`src/rtl/divider_arbiter.sv`:
```
// Round-robin front end that shares one fixed-latency sequential divider among
// N_REQ requesters: latches the winner's operands, pulses the divider, returns the quotient.
module divider_arbiter #(
  parameter int N_REQ       = 4,
  parameter int DIV_LATENCY = 11
) (
  input  logic                 clk,
  input  logic                 nRst,
  input  logic [N_REQ-1:0]     req,
  input  logic [16*N_REQ-1:0]  dividend_in,
  input  logic [16*N_REQ-1:0]  divisor_in,
  output logic [N_REQ-1:0]     ack,
  output logic [N_REQ-1:0]     done,
  output logic [7:0]           result,
  output logic                 busy,
  output logic                 div_en,
  output logic [15:0]          div_dividend,
  output logic [15:0]          div_divider,
  input  logic [7:0]           div_quotient
);

  localparam int IW = $clog2(N_REQ);
  localparam int CW = $clog2(DIV_LATENCY + 1);
  localparam logic [N_REQ-1:0] ONE_HOT0 = {{(N_REQ-1){1'b0}}, 1'b1};
  localparam logic [CW-1:0]    CNT_LAST = CW'(DIV_LATENCY - 1);
  localparam logic [CW-1:0]    CNT_ONE  = CW'(1);
  localparam logic [IW-1:0]    LAST_RST = IW'(N_REQ - 1);

  typedef enum logic [1:0] {
    S_IDLE  = 2'd0,
    S_ISSUE = 2'd1,
    S_WAIT  = 2'd2,
    S_DONE  = 2'd3
  } state_t;

  state_t            state_q, state_d;
  logic [IW-1:0]     win_q, win_d;
  logic [IW-1:0]     last_q, last_d;
  logic [CW-1:0]     cnt_q, cnt_d;
  logic [N_REQ-1:0]  ack_q, ack_d;
  logic [N_REQ-1:0]  done_q, done_d;
  logic [7:0]        result_q, result_d;
  logic              busy_q, busy_d;
  logic              div_en_q, div_en_d;
  logic [15:0]       dividend_q, dividend_d;
  logic [15:0]       divisor_q, divisor_d;

  logic              win_found_s;
  logic [IW-1:0]     win_s;
  logic [IW-1:0]     idx_s;

  // Scan starting just after the last winner so every requester gets a turn.
  always_comb begin
    win_found_s = 1'b0;
    win_s       = {IW{1'b0}};
    idx_s       = {IW{1'b0}};
    for (int k = 1; k <= N_REQ; k++) begin
      idx_s = IW'((int'(last_q) + k) % N_REQ);
      if (!win_found_s && req[idx_s]) begin
        win_found_s = 1'b1;
        win_s       = idx_s;
      end else begin
        win_found_s = win_found_s;
      end
    end
  end

  always_comb begin
    state_d    = state_q;
    win_d      = win_q;
    last_d     = last_q;
    cnt_d      = cnt_q;
    ack_d      = {N_REQ{1'b0}};
    done_d     = {N_REQ{1'b0}};
    div_en_d   = 1'b0;
    result_d   = result_q;
    dividend_d = dividend_q;
    divisor_d  = divisor_q;
    case (state_q)
      S_IDLE: begin
        if (win_found_s) begin
          state_d    = S_ISSUE;
          win_d      = win_s;
          dividend_d = dividend_in[{win_s, 4'b0000} +: 16];
          divisor_d  = divisor_in[{win_s, 4'b0000} +: 16];
          ack_d      = ONE_HOT0 << win_s;
          div_en_d   = 1'b1;
        end else begin
          state_d = S_IDLE;
        end
      end
      S_ISSUE: begin
        cnt_d   = {CW{1'b0}};
        state_d = S_WAIT;
      end
      S_WAIT: begin
        // Counter value DIV_LATENCY-1 marks cycle E+DIV_LATENCY.
        if (cnt_q == CNT_LAST) begin
          result_d = div_quotient;
          done_d   = ONE_HOT0 << win_q;
          state_d  = S_DONE;
        end else begin
          cnt_d = cnt_q + CNT_ONE;
        end
      end
      S_DONE: begin
        last_d  = win_q;
        state_d = S_IDLE;
      end
      default: begin
        state_d = S_IDLE;
      end
    endcase
    busy_d = (state_d != S_IDLE);
  end

  always_ff @(posedge clk or negedge nRst) begin
    if (!nRst) begin
      state_q    <= S_IDLE;
      win_q      <= {IW{1'b0}};
      last_q     <= LAST_RST;
      cnt_q      <= {CW{1'b0}};
      ack_q      <= {N_REQ{1'b0}};
      done_q     <= {N_REQ{1'b0}};
      result_q   <= 8'h00;
      busy_q     <= 1'b0;
      div_en_q   <= 1'b0;
      dividend_q <= 16'h0000;
      divisor_q  <= 16'h0000;
    end else begin
      state_q    <= state_d;
      win_q      <= win_d;
      last_q     <= last_d;
      cnt_q      <= cnt_d;
      ack_q      <= ack_d;
      done_q     <= done_d;
      result_q   <= result_d;
      busy_q     <= busy_d;
      div_en_q   <= div_en_d;
      dividend_q <= dividend_d;
      divisor_q  <= divisor_d;
    end
  end

  assign ack          = ack_q;
  assign done         = done_q;
  assign result       = result_q;
  assign busy         = busy_q;
  assign div_en       = div_en_q;
  assign div_dividend = dividend_q;
  assign div_divider  = divisor_q;

endmodule
```
`config.mk`:
```
export PLATFORM = sky130hd
export DESIGN_NAME = divider_arbiter
export DESIGN_NICKNAME = d
export VERILOG_FILES = /design/src/rtl/divider_arbiter.sv
export SDC_FILE = /design/constraint.sdc
export NUM_CORES = 1
export LEC_CHECK = 0
export BUFFER_PORTS_ARGS = -buffer_cell sky130_fd_sc_hd__clkbuf_2
export CAP_MARGIN = 20
export CORE_ASPECT_RATIO = 1.4
export CORE_MARGIN = 4
export CORE_UTILIZATION = 34
export CTS_CLUSTER_SIZE = 12
export DETAILED_ROUTE_END_ITERATION = 8
export HOLD_SLACK_MARGIN = 0.1
export PLACE_DENSITY_LB_ADDON = 0.1
export SYNTH_ARGS = -nofsm -noshare
export SYNTH_HDL_FRONTEND = slang
export SYNTH_SLANG_ARGS = --single-unit
```
`constraint.sdc`:
```
create_clock -name clk -period 2.1 [get_ports clk]
set_clock_uncertainty 0.2 [all_clocks]
set_input_delay 0.63 -clock clk [delete_from_list [all_inputs] [get_ports clk]]
set_output_delay 0.63 -clock clk [all_outputs]
set_load 0.02 [all_outputs]
```
==> run summary <==
==================================================================================
Number of antenna violations at the first check in global routing ...            0
Post-synth net total ................................................          435
Gpl congestion ......................................................        0.757
Reg area ............................................................ 0.00150 sq mm
Area of the mapped netlist .......................................... 0.00351 sq mm
H-tree depth ........................................................            3
Clock insertion delay at the later pin of the skew report ...........      0.32 ns
Power per Cell Area ................................................. 1370 mW/mm^2
Synth unique cells ..................................................           34
Number of sinks on the clock net ....................................           60
Layout Cells excl Fill ..............................................          637
Crit. End Element ...................................................         flop
Placement Rows ......................................................           43
Final core area utilization .........................................        53.6%
Part of the Yosys area used for sequential elements .................        42.9%
Number of register bits inferred by synthesis .......................           60
Port Buffers ........................................................          191
Area occupied by multi-input gates .................................. 0.00207 sq mm
Drt drc .............................................................            0
Status .............................................................. finished with violations
All-Layer GR Usage ..................................................        16.0%
Maximum number of buffers from clock root to sink ...................            2
Lkg Pwr .............................................................      2.66 nW
Post-route clock period utilization .................................         100%
Estimated wirelength of the detail-placed design ....................      7610 um
Overall power .......................................................    0.00734 W
Maximum number of pins on one net before global-route repair ........           42
Height of the die ...................................................       128 um
Clock tree from TritonCTS ...........................................        built
Min cycle time layout ...............................................      2.11 ns
CP Data Required Time ...............................................      2.10 ns
Die width ...........................................................      93.9 um
Setup slack of the critical path after layout .......................  -0.00803 ns
Detail Route Antenna Nets ...........................................            0
Syn Area/Cell .......................................................   12.2 sq um
Share of final-layout standard cells stronger than drive strength 1 .        61.8%
Wire length of the first global-routing pass ........................     15000 um
Worst relative slew slack ...........................................        67.1%
Transition time of the tightest slew-check pin ......................     0.494 ns
Wire length per cell after detailed routing .........................      17.2 um
Instance area at placement .......................................... 0.00463 sq mm
Worst slack, placed .................................................    -0.169 ns
# nets final ........................................................          645
Clock root buffer ................................................... sky130_fd_sc_hd__clkbuf_16
Worst Hold Class .................................................... input port to asynchronous set/reset pin
Worst VDD drop ......................................................     0.593 mV
Synth Instances .....................................................          287
CP arrival ..........................................................      2.11 ns
Num CTS Buffers .....................................................            9
Area overhead of the layout relative to synthesis ...................        53.0%
Setup-failing EPs final .............................................            2
Reported max-cap violation count ....................................            0
Max Transition Viols Final ..........................................            0
# fillers ...........................................................          915
Vias per inst .......................................................         4.83
I/O Pins ............................................................          192
Total via count after detailed routing ..............................         3079
Violated checks ..................................................... negative setup slack
Total die area ...................................................... 0.0120 sq mm
Via count of the first global-routing pass ..........................         3156
Crit-path max FO ....................................................           10
Effective utilization at floorplan ..................................        35.1%
Post-route cell area ................................................ 0.00537 sq mm
Cell total after placement ..........................................          612
Final hold vios .....................................................            0
Detailed-routing iteration count for the pre-antenna-repair pass ....            4
Antenna cells .......................................................            0
Core area ........................................................... 0.0100 sq mm
Setup repair after global routing missed its margin .................         true
Peak clock frequency supported by timing ............................      474 MHz
DR iter-0 viols .....................................................           65
CTS clock-pin slew for the worst setup and hold paths ...............      0.05 ns
Total of warnings raised by yosys ...................................            0
Startpoint class of the critical path ...............................         flop
Sum of overflow across all layers after global routing ..............            0
Type of the worst setup path ........................................ flop to flop
Wire length after detailed routing ..................................     10900 um
==================================================================================
[path summary, 6_finish.rpt]
kind / startpoint / end / slack (ns) / cells past startpoint
setup / recovery: last_q[1]$_DFFE_PN1N_ / div_dividend[1]$_DFFE_PN0P_ / -0.008 / 7
hold / removal: nRst / result[7]$_DFFE_PN0P_ / 0.10 / 2
setup reg to reg: last_q[1]$_DFFE_PN1N_ / div_dividend[1]$_DFFE_PN0P_ / -0.008 / 7
hold reg to reg: cnt_q[3]$_DFFE_PN0P_ / cnt_q[3]$_DFFE_PN0P_ / 0.27 / 1
max in group asynchronous: nRst / last_q[0]$_DFFE_PN1N_ / 1.15 / 2
min in group clk: cnt_q[3]$_DFFE_PN0P_ / cnt_q[3]$_DFFE_PN0P_ / 0.27 / 1
[registers in the layout, indices dropped and copies added (netlist names)]
name	cells
ack	4
busy	1
cnt_q	4
div_dividend	16
div_divider	16
div_en	1
done	4
last_q	2
result	8
state_q	2
win_q	2
[worst max-delay path, cell delays in order (launching register included)]
cell                        delay (ns)
sky130_fd_sc_hd__dfstp_2          0.56
sky130_fd_sc_hd__nand2b_4         0.13
sky130_fd_sc_hd__a21oi_2          0.07
sky130_fd_sc_hd__o221ai_4         0.27
sky130_fd_sc_hd__buf_6            0.17
sky130_fd_sc_hd__clkbuf_16        0.18
sky130_fd_sc_hd__mux2i_1          0.27
sky130_fd_sc_hd__o221ai_2         0.13
[power breakdown]
part           switching (W)  total (W)  internal, W
clock network       0.000469    0.00127     0.000799
logic                0.00220    0.00413      0.00193
registers           0.000300    0.00195      0.00165
total                0.00297    0.00734      0.00438
[layout by cell type (no fill, tap or decap), types with 2 or more instances in the layout]
master and count:
sky130_fd_sc_hd__nor2b_1 3, sky130_fd_sc_hd__dfstp_2 2, sky130_fd_sc_hd__clkbuf_16 14, sky130_fd_sc_hd__o21ai_0 7
sky130_fd_sc_hd__and3_1 2, sky130_fd_sc_hd__mux2i_2 15, sky130_fd_sc_hd__nor2_1 11, sky130_fd_sc_hd__clkbuf_2 191
sky130_fd_sc_hd__o221ai_2 29, sky130_fd_sc_hd__nand2_1 42, sky130_fd_sc_hd__ha_1 6, sky130_fd_sc_hd__nand2b_4 2
sky130_fd_sc_hd__buf_6 4, sky130_fd_sc_hd__clkbuf_1 7, sky130_fd_sc_hd__buf_12 6, sky130_fd_sc_hd__buf_4 12
sky130_fd_sc_hd__a21oi_2 2, sky130_fd_sc_hd__o221ai_1 3, sky130_fd_sc_hd__mux2i_1 32, sky130_fd_sc_hd__inv_1 5
sky130_fd_sc_hd__a21oi_1 3, sky130_fd_sc_hd__mux2_2 9, sky130_fd_sc_hd__mux2i_4 19, sky130_fd_sc_hd__dfrtp_1 58
sky130_fd_sc_hd__nand3_1 4
[per-layer routing]
| layer | vias up | routed length, um | track usage [%] |
|---|---|---|---|
| li1 | 1487 | - | - |
| met1 | 1459 | 4220 | 17.8 |
| met2 | 117 | 5780 | 28.3 |
| met3 | 16 | 727 | 4.70 |
| met4 | 0 | 196 | 6.55 |
| met5 | - | 0 | 0 |
[Yosys cell counts]
library cell,number,area (sq um)
sky130_fd_sc_hd__nor2_1,11,41.3
sky130_fd_sc_hd__inv_4,1,6.26
sky130_fd_sc_hd__nand2_4,1,11.3
sky130_fd_sc_hd__o41ai_4,1,27.5
sky130_fd_sc_hd__nand2b_1,2,12.5
sky130_fd_sc_hd__nand4_1,1,6.26
sky130_fd_sc_hd__nor2b_1,3,18.8
sky130_fd_sc_hd__inv_1,5,18.8
sky130_fd_sc_hd__a31oi_1,1,6.26
sky130_fd_sc_hd__a21oi_1,4,20.0
sky130_fd_sc_hd__buf_12,7,140
sky130_fd_sc_hd__buf_2,1,5.00
sky130_fd_sc_hd__nand3_1,4,20.0
sky130_fd_sc_hd__and3_1,2,12.5
sky130_fd_sc_hd__nand2_1,42,158
sky130_fd_sc_hd__buf_4,4,30.0
sky130_fd_sc_hd__dfstp_2,2,52.6
sky130_fd_sc_hd__o21ai_0,7,35.0
sky130_fd_sc_hd__nand2b_4,1,13.8
sky130_fd_sc_hd__ha_1,6,75.1
sky130_fd_sc_hd__o221ai_2,29,435
sky130_fd_sc_hd__o221ai_1,4,35.0
sky130_fd_sc_hd__a22o_1,1,8.76
sky130_fd_sc_hd__nor3b_1,1,7.51
sky130_fd_sc_hd__mux2i_1,66,661
sky130_fd_sc_hd__nand3b_1,1,7.51
sky130_fd_sc_hd__clkbuf_1,4,15.0
sky130_fd_sc_hd__or2_1,1,6.26
sky130_fd_sc_hd__a211o_1,1,8.76
sky130_fd_sc_hd__mux2_2,9,101
sky130_fd_sc_hd__a21oi_2,1,8.76
sky130_fd_sc_hd__dfrtp_1,58,1450
sky130_fd_sc_hd__buf_6,4,45.0
sky130_fd_sc_hd__or3_1,1,6.26
[logic make-up (layout without fill, tap and decap cells)]
kind of cell | after synthesis | in the layout | synth area share (%)
buffers and inverters | 26 | 241 | 7.42
AND/OR/NAND/NOR | 71 | 71 | 9.17
multiplexers | 75 | 75 | 21.7
adder cells (fa/ha/maj) | 6 | 6 | 2.14
flip-flops | 60 | 60 | 42.9
AO/OA/AOI/OAI | 49 | 49 | 16.7
[final cells by class]
| cell class | count | area share [%] |
|---|---|---|
| Inverter | 6 | 0.466 |
| Tap cell | 135 | 3.15 |
| Multi-Input combinational cell | 201 | 38.5 |
| Clock buffer | 16 | 4.69 |
| Sequential cell | 60 | 28.0 |
| Timing Repair Buffer | 219 | 25.2 |
[metrics by stage]
step	setup TNS [ns]	hold WS (ns)
floorplan	0	0.134
global placement	-3.64	0.263
detailed placement	-4.09	0.269
CTS	-0.00654	0.112
global route	-1.13	0.125
finish	-0.0135	0.103
[repair_timing]
item,4_1_cts,5_1_grt
buffers inserted,0,2
gates resized for setup,2,58
gates cloned,0,7
setup endpoints to repair,2,32
hold buffers,0,0
pin swaps,0,11
(Power assumes the default switching activity.)
